**src/rtl/uart_rx.sv**
```systemverilog
// uart_rx: UART receiver (1 start, 8 data LSB first, 1 stop, idle high).
// A synchronized line drives a mid-bit sampling FSM. Good bytes land in a
// single-entry output buffer that is drained over a ready/valid port.
//
// Handshake: a byte moves to the consumer on every rising CLK edge where
// io_deq_valid and io_deq_ready are both 1. io_deq_bits holds while valid is
// high and never depends combinationally on io_deq_ready. A new byte may load
// in the same edge the old one is taken.
module uart_rx #(
  parameter int CLKS_PER_BIT = 17
) (
  input  logic       CLK,
  input  logic       RESET,
  input  logic       io_rxd,
  output logic       io_deq_valid,
  input  logic       io_deq_ready,
  output logic [7:0] io_deq_bits,
  output logic       io_frame_err,
  output logic       io_overrun,
  output logic [2:0] o_dbg_state
);

  localparam int CW   = $clog2(CLKS_PER_BIT);
  localparam int HALF = (CLKS_PER_BIT - 1) / 2 - 1;
  localparam logic [CW-1:0] CNT_RELOAD = CW'(CLKS_PER_BIT - 1);
  localparam logic [CW-1:0] CNT_HALF   = CW'(HALF);

  // Encoding is visible on o_dbg_state; IDLE must remain 0.
  typedef enum logic [2:0] {
    ST_IDLE  = 3'd0,
    ST_START = 3'd1,
    ST_DATA  = 3'd2,
    ST_STOP  = 3'd3,
    ST_BREAK = 3'd4
  } state_t;

  logic          r_sync0;
  logic          r_sync1;
  state_t        r_state;
  logic [CW-1:0] r_cnt;
  logic [2:0]    r_idx;
  logic [7:0]    r_shift;
  logic          r_valid;
  logic [7:0]    r_bits;
  logic          r_ferr;
  logic          r_ovr;

  logic          w_rxs;
  logic          w_sample;
  state_t        w_state_nxt;
  logic [CW-1:0] w_cnt_nxt;
  logic [2:0]    w_idx_nxt;
  logic [7:0]    w_shift_nxt;
  logic          w_good;
  logic          w_ferr;

  assign w_rxs = r_sync1;

  // Two-flop synchronizer; resets to the idle (high) line level.
  always_ff @(posedge CLK or posedge RESET) begin
    if (RESET) begin
      r_sync0 <= 1'b1;
      r_sync1 <= 1'b1;
    end else begin
      r_sync0 <= io_rxd;
      r_sync1 <= r_sync0;
    end
  end

  // FSM state register together with bit timer, bit index and shifter.
  always_ff @(posedge CLK or posedge RESET) begin
    if (RESET) begin
      r_state <= ST_IDLE;
      r_cnt   <= '0;
      r_idx   <= '0;
      r_shift <= '0;
    end else begin
      r_state <= w_state_nxt;
      r_cnt   <= w_cnt_nxt;
      r_idx   <= w_idx_nxt;
      r_shift <= w_shift_nxt;
    end
  end

  // Next-state logic: sample when the bit timer reaches zero, then reload
  // a full bit period so later samples stay centred in their bits.
  always_comb begin
    w_state_nxt = r_state;
    w_cnt_nxt   = r_cnt;
    w_idx_nxt   = r_idx;
    w_shift_nxt = r_shift;
    w_good      = 1'b0;
    w_ferr      = 1'b0;
    w_sample    = (r_cnt == '0);

    if ((r_state == ST_START) || (r_state == ST_DATA) || (r_state == ST_STOP)) begin
      if (w_sample) begin
        w_cnt_nxt = CNT_RELOAD;
      end else begin
        w_cnt_nxt = r_cnt - CW'(1);
      end
    end

    case (r_state)
      ST_IDLE: begin
        if (!w_rxs) begin
          w_state_nxt = ST_START;
          w_cnt_nxt   = CNT_HALF;
        end
      end
      ST_START: begin
        if (w_sample) begin
          if (w_rxs) begin
            w_state_nxt = ST_IDLE;          // line bounced back: false start
          end else begin
            w_state_nxt = ST_DATA;
            w_idx_nxt   = 3'd0;
          end
        end
      end
      ST_DATA: begin
        if (w_sample) begin
          w_shift_nxt = {w_rxs, r_shift[7:1]};
          if (r_idx == 3'd7) begin
            w_state_nxt = ST_STOP;
          end else begin
            w_idx_nxt = r_idx + 3'd1;
          end
        end
      end
      ST_STOP: begin
        if (w_sample) begin
          if (w_rxs) begin
            w_good      = 1'b1;
            w_state_nxt = ST_IDLE;
          end else begin
            w_ferr      = 1'b1;
            w_state_nxt = ST_BREAK;
          end
        end
      end
      ST_BREAK: begin
        // A line held low must go high before another start is accepted.
        if (w_rxs) begin
          w_state_nxt = ST_IDLE;
        end
      end
      default: begin
        w_state_nxt = ST_IDLE;
      end
    endcase
  end

  // Single-entry output buffer plus registered error/overrun pulses.
  always_ff @(posedge CLK or posedge RESET) begin
    if (RESET) begin
      r_valid <= 1'b0;
      r_bits  <= 8'h00;
      r_ferr  <= 1'b0;
      r_ovr   <= 1'b0;
    end else begin
      r_ferr <= w_ferr;
      r_ovr  <= w_good & r_valid & ~io_deq_ready;
      if (w_good && (!r_valid || io_deq_ready)) begin
        r_bits  <= r_shift;
        r_valid <= 1'b1;
      end else if (r_valid && io_deq_ready) begin
        r_valid <= 1'b0;
      end
    end
  end

  assign io_deq_valid = r_valid;
  assign io_deq_bits  = r_bits;
  assign io_frame_err = r_ferr;
  assign io_overrun   = r_ovr;
  assign o_dbg_state  = r_state;

endmodule

```
**config.mk**
```make
export PLATFORM = sky130hd
export DESIGN_NAME = uart_rx
export DESIGN_NICKNAME = d
export VERILOG_FILES = /design/src/rtl/uart_rx.sv
export SDC_FILE = /design/constraint.sdc
export NUM_CORES = 1
export LEC_CHECK = 0
export CORE_MARGIN = 2
export CORE_UTILIZATION = 45
export CTS_BUF_LIST = sky130_fd_sc_hd__clkbuf_16
export CTS_CLUSTER_DIAMETER = 100
export DETAILED_ROUTE_END_ITERATION = 10
export PLACE_DENSITY = 0.67
export SLEW_MARGIN = 20
export SYNTH_ARGS = -nofsm -noshare
export SYNTH_HDL_FRONTEND = slang
export SYNTH_SLANG_ARGS = --single-unit
```
**constraint.sdc**
```tcl
create_clock -name CLK -period 5.4 [get_ports CLK]
set_input_delay 1.08 -clock CLK [delete_from_list [all_inputs] [get_ports CLK]]
set_output_delay 1.08 -clock CLK [all_outputs]
set_load 0.02 [all_outputs]
```
Word level (Yosys, flattened, before mapping)

Index checks and enable logic that the tools add are counted.

Bits in registers: 32
Latch bits: 0
Bits in writable memories: 0
Memory bits (read-only): 0
Memories kept: 0

$add $sub $neg: 2
Multipliers: 0
Divide/modulo/power cells: 0
Magnitude comparators: 0
Equality and inequality tests: 13
Shifts and indexed selects: 0
Multiplexer cells: 26
Bitwise gates (word level): 3
Reduce and logical (&&, ||, !) cells: 13

Operators with widths:

| kind                                                                   | count |
|---|---|
| 3-bit two-way mux                                                      | 11 |
| 5-bit two-way mux                                                      | 4 |
| 3-bit one-hot mux with 5 select lines                                  | 1 |
| 2-bit != test (second input constant)                                  | 7 |
| 1-bit two-way mux                                                      | 8 |
| 3-bit by 2-bit equality test with 1-bit output (second input constant) | 2 |
| 3-bit equality test (second input constant)                            | 2 |
| 3-bit one-hot mux with 2 select lines                                  | 1 |
| 6-bit AND reduction                                                    | 1 |
| 5-bit zero test                                                        | 1 |
| 5-bit AND reduction                                                    | 1 |
| 5-bit by 1-bit subtractor with 5-bit output (second input constant)    | 1 |
| 2-bit nonzero test                                                     | 2 |
| 3-bit by 1-bit adder with 3-bit output (second input constant)         | 1 |
| 3-bit by 1-bit equality test with 1-bit output (second input constant) | 1 |
| 3-bit zero test                                                        | 1 |
| 1-bit logical OR                                                       | 3 |
| 1-bit bitwise AND                                                      | 2 |
| 1-bit logical AND                                                      | 2 |
| 2-bit two-way mux                                                      | 1 |
| 2-bit by 1-bit != test with 1-bit output (second input constant)       | 1 |
| 2-bit AND reduction                                                    | 1 |
| 1-bit zero test                                                        | 1 |
| 1-bit inverter                                                         | 1 |

Logic depth before layout (Yosys ltp)

Gate-level depths: netlist of the first run.

Word-level depth: 6
Depth in mapped cells: 6
Depth with buffers taken out: 5

Worst setup path before layout of the first run

No wires, ideal clock.

Kind: register -> register
From: register r_idx[0]
To: register r_idx[0]
Arrival: 1,846 ps
Required time: 5,275 ps
Path slack: 3,429 ps
Cell stages (with the launch flop): 6
Cell sequence: dfrtp_1 ha_1 ha_1 or3b_2 a211oi_4 mux2_4

Cells in the longest elaborated chain, start to end: 4
Elaborated cells between the ends (all ways): 7

Ends and longest elaborated chain:

| element                                | line | source |
|---|---|---|
| start, declared                        | 41   | `logic [2:0] r_idx;` |
| start signal, assigned                 | 80   | `r_idx <= w_idx_nxt;` |
| 3-bit by 1-bit adder with 3-bit output | 127  | `w_idx_nxt = r_idx + 3'd1;` |
| 3-bit two-way mux                      | 124  | `if (r_idx == 3'd7) begin` |
| 3-bit two-way mux                      | 122  | `if (w_sample) begin` |
| 3-bit one-hot mux with 2 select lines  | 104  | `case (r_state)` |

Parallel ways exist; a longest one is shown, timed or not. The select of a mux whose other input is x is not followed.
A chain may end at the register's enable or synchronous reset.

Final worst setup path of the first run

From: register r_state[0] (netlist: o_dbg_state[0])
To: output port o_dbg_state[0]

RTL lines:

| element                | line | source |
|---|---|---|
| start, declared        | 39   | `state_t r_state;` |
| start signal, assigned | 78   | `r_state <= w_state_nxt;` |
| end, declared          | 20   | `output logic [2:0] o_dbg_state` |

No word-level cell between the ends.

==> results of run 1 <==
layer usage:
layer,routed length [um],share of wire (%),vias up
met5,0,0,-
met4,30,1.2,0
met3,129,5.3,4
met2,1140,47,24
met1,1110,46,435
li1,-,-,447
cell families after synthesis:
kind of cell / after synthesis / share of synthesized area (%)
AO/OA/AOI/OAI: 18 / 9.31
multiplexers: 19 / 15.0
adder cells (fa/ha/maj): 3 / 2.61
AND/OR/NAND/NOR: 31 / 13.4
buffers and inverters: 11 / 3.83
flip-flops: 32 / 55.9
Yosys cell counts (all sizes together):
cell	number
dfrtp	30
mux2	17
inv	7
nand2	7
nor2	7
o21ai	6
a21oi	4
buf	4
ha	3
nand3	3
a211oi	2
dfstp	2
mux2i	2
nor2b	2
nor4b	2
or3b	2
a2111o	1
a211o	1
a311oi	1
a31o	1
and2	1
and4	1
nand2b	1
nand4	1
nor3b	1
nor4	1
o21ba	1
o21bai	1
or3	1
or4b	1
final cells by class:
class	instances	area [sq um]
inverter	7	26.3
multi-input combinational	71	579
clock buffer	5	125
sequential	32	803
tap	44	55.1
timing repair buffer	18	178
clock inverter	3	38.8
fill	274	1250
state kept, by name, summed over array words and instances, names as in the netlist, 3 cells and up:
name	flops
io_deq_bits	8
o_dbg_state	3
r_cnt	5
r_idx	3
r_shift	8
final timing paths:
| check | start | end | slack [ps] | cells after the start |
|---|---|---|---|---|
| max in group asynchronous | RESET | r_sync0 | 3890 | 3 |
| setup / recovery | o_dbg_state[0] | o_dbg_state[0] | 2790 | 1 |
| hold reg to reg | r_sync0 | r_sync1 | 350 | 0 |
| min in group asynchronous | RESET | r_cnt[4] | 1190 | 3 |
| setup reg to reg | r_cnt[0] | io_deq_bits[2] | 3250 | 5 |
| hold / removal | r_sync0 | r_sync1 | 350 | 0 |
stage by stage:
stage / util (%) / setup WS, ps / hold slack, ps / power (mW)
floorplan: - / 3430 / 345 / 0.471
global placement: 53.8 / 2870 / 346 / 0.509
detailed placement: 53.8 / 2840 / 347 / 0.516
CTS: 59.1 / 2780 / 355 / 0.830
global route: 59.1 / 2720 / 364 / 0.870
finish: 59.1 / 2790 / 354 / 0.822
power by group through the flow:
stage | combinational (mW) | sequential [mW] | clock [mW]
after floorplan | 0.149 | 0.322 | 0
after global placement | 0.179 | 0.330 | 0
after detailed placement | 0.185 | 0.331 | 0
after CTS | 0.186 | 0.328 | 0.316
after global routing | 0.208 | 0.335 | 0.327
final | 0.185 | 0.327 | 0.311
==> impl_metrics.csv, run 1 <==
group,metric,value,unit
setup_path,critPathCaptureType,"primary output",
grt,grt_pass1_wl,4.20,mm
sta,fin_crit_sh,48.3,%
layout,drive_gt1_share,25.0,%
cts,clock_sinks,32,
grt,use_met3,6.40,%
logic_synthesis,ys_seq_area_share,55.9,%
grt,use_met2,25.5,%
setup_path,crit_fanout,14,
sta,setup_viol,0,
logic_synthesis,syn-num-nets,121,
floorplanning,rows,20,
placed_design,gp_congestion,0.676,
sta,layout_min_cycle_time,2610,ps
sta,clock_skew,1.98,ps
logic_synthesis,synth.distinct_cells,36,
cts,postCtsSetupBuffers,0,
floorplanning,core,0.00305,sq mm
logic_synthesis,synth_area_leader_cell,"dfrtp_1",
floorplanning,die_width,60.5,um
pwr,p_sw_share,28.8,%
layout,stdcell_area,0.00181,sq mm
setup_path,cp_num_buf_inv,1,
sta,rsz0062_at_grt,"false",
setup_path,critPathKind,"reg2out",
sta,max_slew_margin,68.1,%
floorplanning,io_pins,18,
sta,hold_viol,0,
grt,grt_max_degree,33,
sta,fmax,383,MHz
setup_path,cp_top_family,"buffers and inverters",
layout,diodes,0,
cts,cts_resized,0,
setup_path,max_stage_delay,680,ps
logic_synthesis,ys_ff_latch,32,
outcome,status,"completed",
grt,antenna_found_initial,0,
setup_path,cp-start-kind,"flop",
layout,final_common_cell,"dfrtp_1",
cts,cts_tree,"yes",
detailed_routing,drt-total-wl,2.41,mm
detailed_routing,drcViolationCount,0,
cts,cts_root_buffer,"clkbuf_16",
setup_path,slowest_stage,"clkdlybuf4s50_1",
sta,fin_setup_tns,0,ps
setup_path,crit_chain,"clkdlybuf4s50_1",
pwr,comb_power_share,22.4,%
pwr,cellLeakagePower,0.831,nW
floorplanning,die_area,0.00366,sq mm
setup_path,cp.required,4320,ps
sta,slew_violations,0,
placed_design,port_buffers,17,
layout,fin_nets,142,
cts,hold_buffers,0,
run,maxCapViolCount,0,
cts,cts_buffers,5,
worst_hold_path,hp-class,"reg2reg",
logic_synthesis,synth.area.top_cells,"dfrtp_1, mux2_2, dfstp_2, ha_1, o21ai_0",
setup_path,worstPathArrival,1530,ps
grt,busiest_layer,"met2",
cts,clkLatencyLatePin,270,ps
placed_design,placed_cell_area,0.00164,sq mm
layout,layout.cells.non_filler,180,
pwr,power_density,455,mW/mm^2
layout,area_growth,25.6,%
logic_synthesis,syn_inst,114,
grt,grtUsageTotal,16.0,%
cts,clk_pin_slew,50,ps
pwr,switchingPower,237,uW
logic_synthesis,syn_area,0.00144,sq mm
grt,grt_use_met1,20.4,%
pwr,p_seq_share,39.8,%
placed_design,dp_cells,172,
logic_synthesis,syn_avg_cell_area,12.6,sq um
cts,cts_buffer_depth,2,
detailed_routing,drtAntennaViolNets,0,
logic_synthesis,yosys_warnings,0,
floorplanning,die_y,60.5,um
layout,mostFrequentLayoutCells,"dfrtp_1, clkdlybuf4s50_1, mux2_2",
sta,tightestPinTransition,474,ps
pwr,p_clk_share,37.8,%
placed_design,hpwl,1.66,mm
floorplanning,initial_core_util,47.1,%
detailed_routing,vias,910,
detailed_routing,wl_per_cell,13.4,um
detailed_routing,drtIter0Drc,22,
cts,cts_max_level,2,
pwr,vdd_drop_max,271,uV
logic_synthesis,synth_top_area_share,52.2,%
grt,grt_pass1_vias,906,
grt,overflow,0,
pwr,p_int,586,uW
detailed_routing,dr.pass1.iters,4,
detailed_routing,viasPerCell,5.06,
Note: power is estimated with default switching activity, not from simulation.
==> inputs of run 2 (changes only) <==
- PLACE_DENSITY: 0.67 -> 0.69
- clock period: 5.4 -> 2.4 ns (I/O delays scaled with it)
==> run 2 against run 1 <==
Net effect: count of clock-buffer cells in the layout is the same; worst setup slack worse by 2500 ps; cell count rose by 0.56%; register-to-register slack lost 2900 ps; global-route usage is 0.18 points higher; non-clock buffer count increased by 1; first-iteration DRC count decreased by 41%; critical path type is now reg2reg; critical endpoint is now r_idx[0]; largest power group unchanged.
==> impl_metrics.csv, run 2 (synthesis gave the netlist of run 1 again) <==
group,metric,value,unit
detailed_routing,drt-total-wl,2.55,mm
setup_path,critPathKind,"reg2reg",
grt,grtUsageTotal,16.2,%
layout,stdcell_area,0.00179,sq mm
layout,fin_nets,143,
placed_design,hpwl,1.73,mm
grt,overflow,0,
layout,drive_gt1_share,24.8,%
sta,rsz0062_at_grt,"false",
pwr,p_sw_share,31.1,%
pwr,vdd_drop_max,727,uV
cts,hold_buffers,0,
cts,cts_buffers,5,
floorplanning,die_width,60.5,um
setup_path,crit_top_cell,"ha_1",
cts,postCtsSetupBuffers,0,
pwr,total_power,1.77,mW
grt,grt_pass1_vias,939,
pwr,p_int,1.22,mW
cts,clkLatencyLatePin,270,ps
floorplanning,die_y,60.5,um
sta,slew_violations,0,
floorplanning,die_area,0.00366,sq mm
setup_path,cp-start-kind,"flop",
sta,clock_skew,3.26,ps
grt,antenna_found_initial,0,
detailed_routing,drcViolationCount,0,
pwr,switchingPower,549,uW
detailed_routing,drtAntennaViolNets,0,
outcome,status,"completed",
cts,cts_root_buffer,"clkbuf_16",
detailed_routing,met1_length,1.19,mm
pwr,power_density,988,mW/mm^2
cts,cts_max_level,2,
detailed_routing,viasPerCell,5.17,
sta,fin_crit_sh,86.2,%
sta,layout_min_cycle_time,2070,ps
pwr,p_seq_share,42.0,%
floorplanning,core,0.00305,sq mm
sta,hold_viol,0,
detailed_routing,dr.pass1.iters,4,
cts,cts_tree,"yes",
setup_path,worstPathArrival,2230,ps
cts,cts_resized,0,
floorplanning,io_pins,18,
sta,timing.hold.ws,355,ps
layout,area_growth,24.5,%
setup_path,crit_fanout,3,
sta,tightestPinTransition,489,ps
cts,clock_sinks,32,
sta,setup_ws,331,ps
detailed_routing,vias,935,
placed_design,place_ws,337,ps
sta,max_slew_margin,67.1,%
detailed_routing,wl_per_cell,14.1,um
setup_path,crit_chain,"ha_1, ha_1, or3b_2, a211oi_4, mux2_4",
layout,diodes,0,
layout,final_common_cell,"dfrtp_1",
setup_path,critPathCaptureType,"flop",
placed_design,gp_congestion,0.738,
sta,fin_setup_tns,0,ps
pwr,p_clk_share,33.6,%
detailed_routing,wl_met3,119,um
setup_path,max_stage_delay,480,ps
cts,cts_buffer_depth,2,
floorplanning,rows,20,
sta,fmax,483,MHz
setup_path,slowest_stage,"or3b_2",
floorplanning,initial_core_util,47.1,%
placed_design,placed_cell_area,0.00165,sq mm
setup_path,cp.required,2560,ps
detailed_routing,wl_met2,1.21,mm
pwr,cellLeakagePower,0.820,nW
grt,grt_max_degree,33,
sta,setup_viol,0,
detailed_routing,drtIter0Drc,13,
pwr,comb_power_share,24.5,%
run,maxCapViolCount,0,
detailed_routing,top_layer_used,"met4",
layout,mostFrequentLayoutCells,"dfrtp_1, clkdlybuf4s50_1, mux2_2",
grt,grt_pass1_wl,4.24,mm
cts,clk_pin_slew,50,ps
placed_design,port_buffers,17,
worst_hold_path,hp-class,"reg2reg",
layout,n_fill_cell,261,
-- run 2: changes by cell type in the layout (fill, tap and decap cells not counted) --
cell,previous run,this run
buf_4,1,2
bufinv_16,1,0
clkinv_1,0,1
clkinvlp_4,0,1
clkinv_2,1,0
-- run 2: cell type report --
| cell class | count | area, sq um | share of cell area, % |
|---|---|---|---|
| timing repair buffer | 19 | 185 | 10.3 |
| clock buffer | 5 | 125 | 6.99 |
| multi-input combinational | 71 | 579 | 32.4 |
| inverter | 7 | 26.3 | 1.47 |
| sequential | 32 | 803 | 44.9 |
| clock inverter | 3 | 15.0 | 0.839 |
| tap | 44 | 55.1 | 3.08 |
-- run 2: path summary, 6_finish.rpt --
check	start	cells past startpoint	slack, ps	end
worst max-delay path	r_idx[0]	5	330	r_idx[0]
worst min-delay path	r_sync0	0	360	r_sync1
worst max register to register	r_idx[0]	5	330	r_idx[0]
worst min register to register	r_sync0	0	360	r_sync1
max in group asynchronous	RESET	3	1470	r_sync1
min in group asynchronous	RESET	3	600	r_cnt[1]
-- run 2: power groups by stage --
stage          sequential (mW)  clock [mW]  combinational, mW
2_1_floorplan            0.724           0              0.335
4_1_cts                  0.739       0.599              0.435
5_1_grt                  0.758       0.627              0.481
3_3_place_gp             0.741           0              0.409
3_5_place_dp             0.746           0              0.429
6_report                 0.741       0.593              0.433
-- run 2: layer usage --
metal | global-route usage (%) | vias to the layer above
li1 | - | 449
met1 | 20.5 | 463
met5 | 0 | -
met3 | 6.40 | 5
met2 | 25.5 | 18
met4 | 5.59 | 0
-- run 2: metrics by stage --
stage / util (%) / cells
5_1_grt: 58.6 / 181
2_1_floorplan: - / 114
6_report: 58.6 / 181
3_3_place_gp: 54.0 / 173
3_5_place_dp: 54.0 / 173
4_1_cts: 58.6 / 181
-- run 2: critical path, delay by kind of cell (launching register included) --
| kind | cells | cell delay (ps) |
|---|---|---|
| flip-flops | 1 | 400 |
| multiplexers | 1 | 330 |
| AND/OR/NAND/NOR | 1 | 480 |
| adder cells (fa/ha/maj) | 2 | 400 |
| AO/OA/AOI/OAI | 1 | 350 |
==> RTL edit, RTL diff (config.mk and constraints of run 2) <==
Take the reset off `r_shift` and load it in a clocked block of its own.
--- a/src/rtl/uart_rx.sv
+++ b/src/rtl/uart_rx.sv
@@ -73,13 +73,15 @@
       r_state <= ST_IDLE;
       r_cnt   <= '0;
       r_idx   <= '0;
-      r_shift <= '0;
     end else begin
       r_state <= w_state_nxt;
       r_cnt   <= w_cnt_nxt;
       r_idx   <= w_idx_nxt;
-      r_shift <= w_shift_nxt;
     end
+  end
+
+  always_ff @(posedge CLK) begin
+    r_shift <= w_shift_nxt;
   end
 
   // Next-state logic: sample when the bit timer reaches zero, then reload
Check against the original RTL: same outputs for any inputs over 10 cycles, from zero or initial values and one cycle with RESET high; that may be too few to reach the edited logic, so the function may still have changed.
==> RTL edit against run 2 <==
Maximum frequency shrank 7.7%. Combinational power is 13% higher. Wire length down 6.1%. Sequential cell count stayed put. Hold slack barely moved. Worst setup slack got worse by 0.17 ns. Total power up 11%. Die area fell by 4.8%. Design area fell by 2.9%. Area after synthesis fell by 5.1%. Critical path type unchanged. Largest power group unchanged.
==> RTL edit: results (changes against run 2) <==
first drt pass iteration count: 4 (unchanged)
first-pass GRT wire length: 4240 um (-0.16%)
nonclk inv count: 6 (-1)
wire length per cell: 15.0 um (+6.9%)
ClkCell Share: 9.43% (+1.6 points)
Setup crit end: io_deq_bits[6]$_DFFE_PP0P_
# nets final: 134 (-6.3%)
maximum fanout along the worst path: 8 (+5)
met3 Use GR: 6.55% (+0.15 points)
Clock Skews: 0.00311 ns (-0.000143 ns)
Reg2Reg Setup Slack: 0.16 ns (-0.17 ns)
non-clock buffer share of cell area: 11.1% (+0.74 points)
Syn Area/Cell: 13.0 um2 (+3.0%)
met1 usage: 21.1% (+0.61 points)
DPL Wire Length: 1680 um (-2.9%)
Post-synth top cells: dfrtp_1 (22), edfxtp_1 (8), mux2_2 (8)
routability cong.: 0.744 (+0.83%)
CP Data Arrival Time: 2.40 ns (+0.17 ns)
vias in the first global route: 924 (-1.6%)
top post-synthesis cells by area: dfrtp_1 (40%), edfxtp_1 (18%), mux2_2 (6.6%), dfstp_2 (3.9%), ha_1 (2.8%)
Post-synth EDFFs: 8 (+8)
adder-cell area share of the yosys netlist: 2.75% (+0.14 points)
placed insts: 151 (-13%)
Cell Area, Placed: 0.00157 mm2 (-4.6%)
min-delay worst type: register to register
RR Startpoint: r_cnt[0]$_DFF_PP0_
1st-iter DRT viols: 15 (+2)
Non-CTS buffers: 20 (+1)
Worst VDD drop: 572 uV (-21%)
Metal-1 WL: 1110 um (-6.8%)
cell leakage power: 0.000740 uW (-9.8%)
metal2 WL: 1140 um (-5.6%)
Synth Area in Compound Gates: 9.91% (+0.60 points)
drt total wl: 2390 um (-6.1%)
post-synthesis cell type count: 40 (+11%)
multi-input combinational area share: 27.4% (-4.9 points)
syn nets: 112 (-7.4%)
multi-input gate count: 62 (-13%)
delay-heaviest family, CP: simple AND/OR/NAND/NOR gates
Final Util: 61.4% (+2.8 points)
Max stage delay on crit path: 0.61 ns (+0.13 ns)
fraction of area in registers: 48.5% (+3.6 points)
mux contribution to synthesized area: 7.34% (-7.6 points)
largest net degree at the start of global routing: 25 (-24%)
switch share: 29.1% (-2.0 points)
hold slack: 0.355 ns (+0.0000620 ns)
Least-Margin Pin Slew: 0.446 ns (-0.0427 ns)
Total GRT Usage: 16.7% (+0.55 points)
register area share after synthesis: 61.8% (+6.0 points)
total number of vias: 905 (-3.2%)
FILL cells: 216 (-17%)
Async SR Flop Fraction: 75.0% (-25 points)
ratio of cells with drive above 1 in the final layout: 18.0% (-6.8 points)
status: finished, final reports clean
Worst path slowest cell: or4b_1
global routing met2 resource utilization: 25.9% (+0.41 points)
r2r worst-path depth: 6 (+1)
==> RTL edit: changes by cell type in the layout (fill, tap and decap cells not counted), sizes merged, moves of 3 or more <==
cell	run 2	this run
mux2	17	8
dfrtp	30	22
edfxtp	0	8
nand2	7	2
nor2	7	4
or4	0	3
==> RTL edit: power groups by stage <==
| stage | Clock, uW | Sequential (uW) | Combinational [uW] |
|---|---|---|---|
| global route | 733 | 797 | 554 |
| finish | 692 | 779 | 488 |
| detailed placement | 0 | 787 | 489 |
| floorplan | 0 | 803 | 283 |
| CTS | 704 | 779 | 494 |
| global placement | 0 | 779 | 476 |
==> RTL edit: cell families after synthesis <==
logic type | count (synthesis)
AO/OA/AOI/OAI | 20
adder cells (fa/ha/maj) | 3
buffers and inverters | 11
flip-flops | 32
multiplexers | 9
AND/OR/NAND/NOR | 30
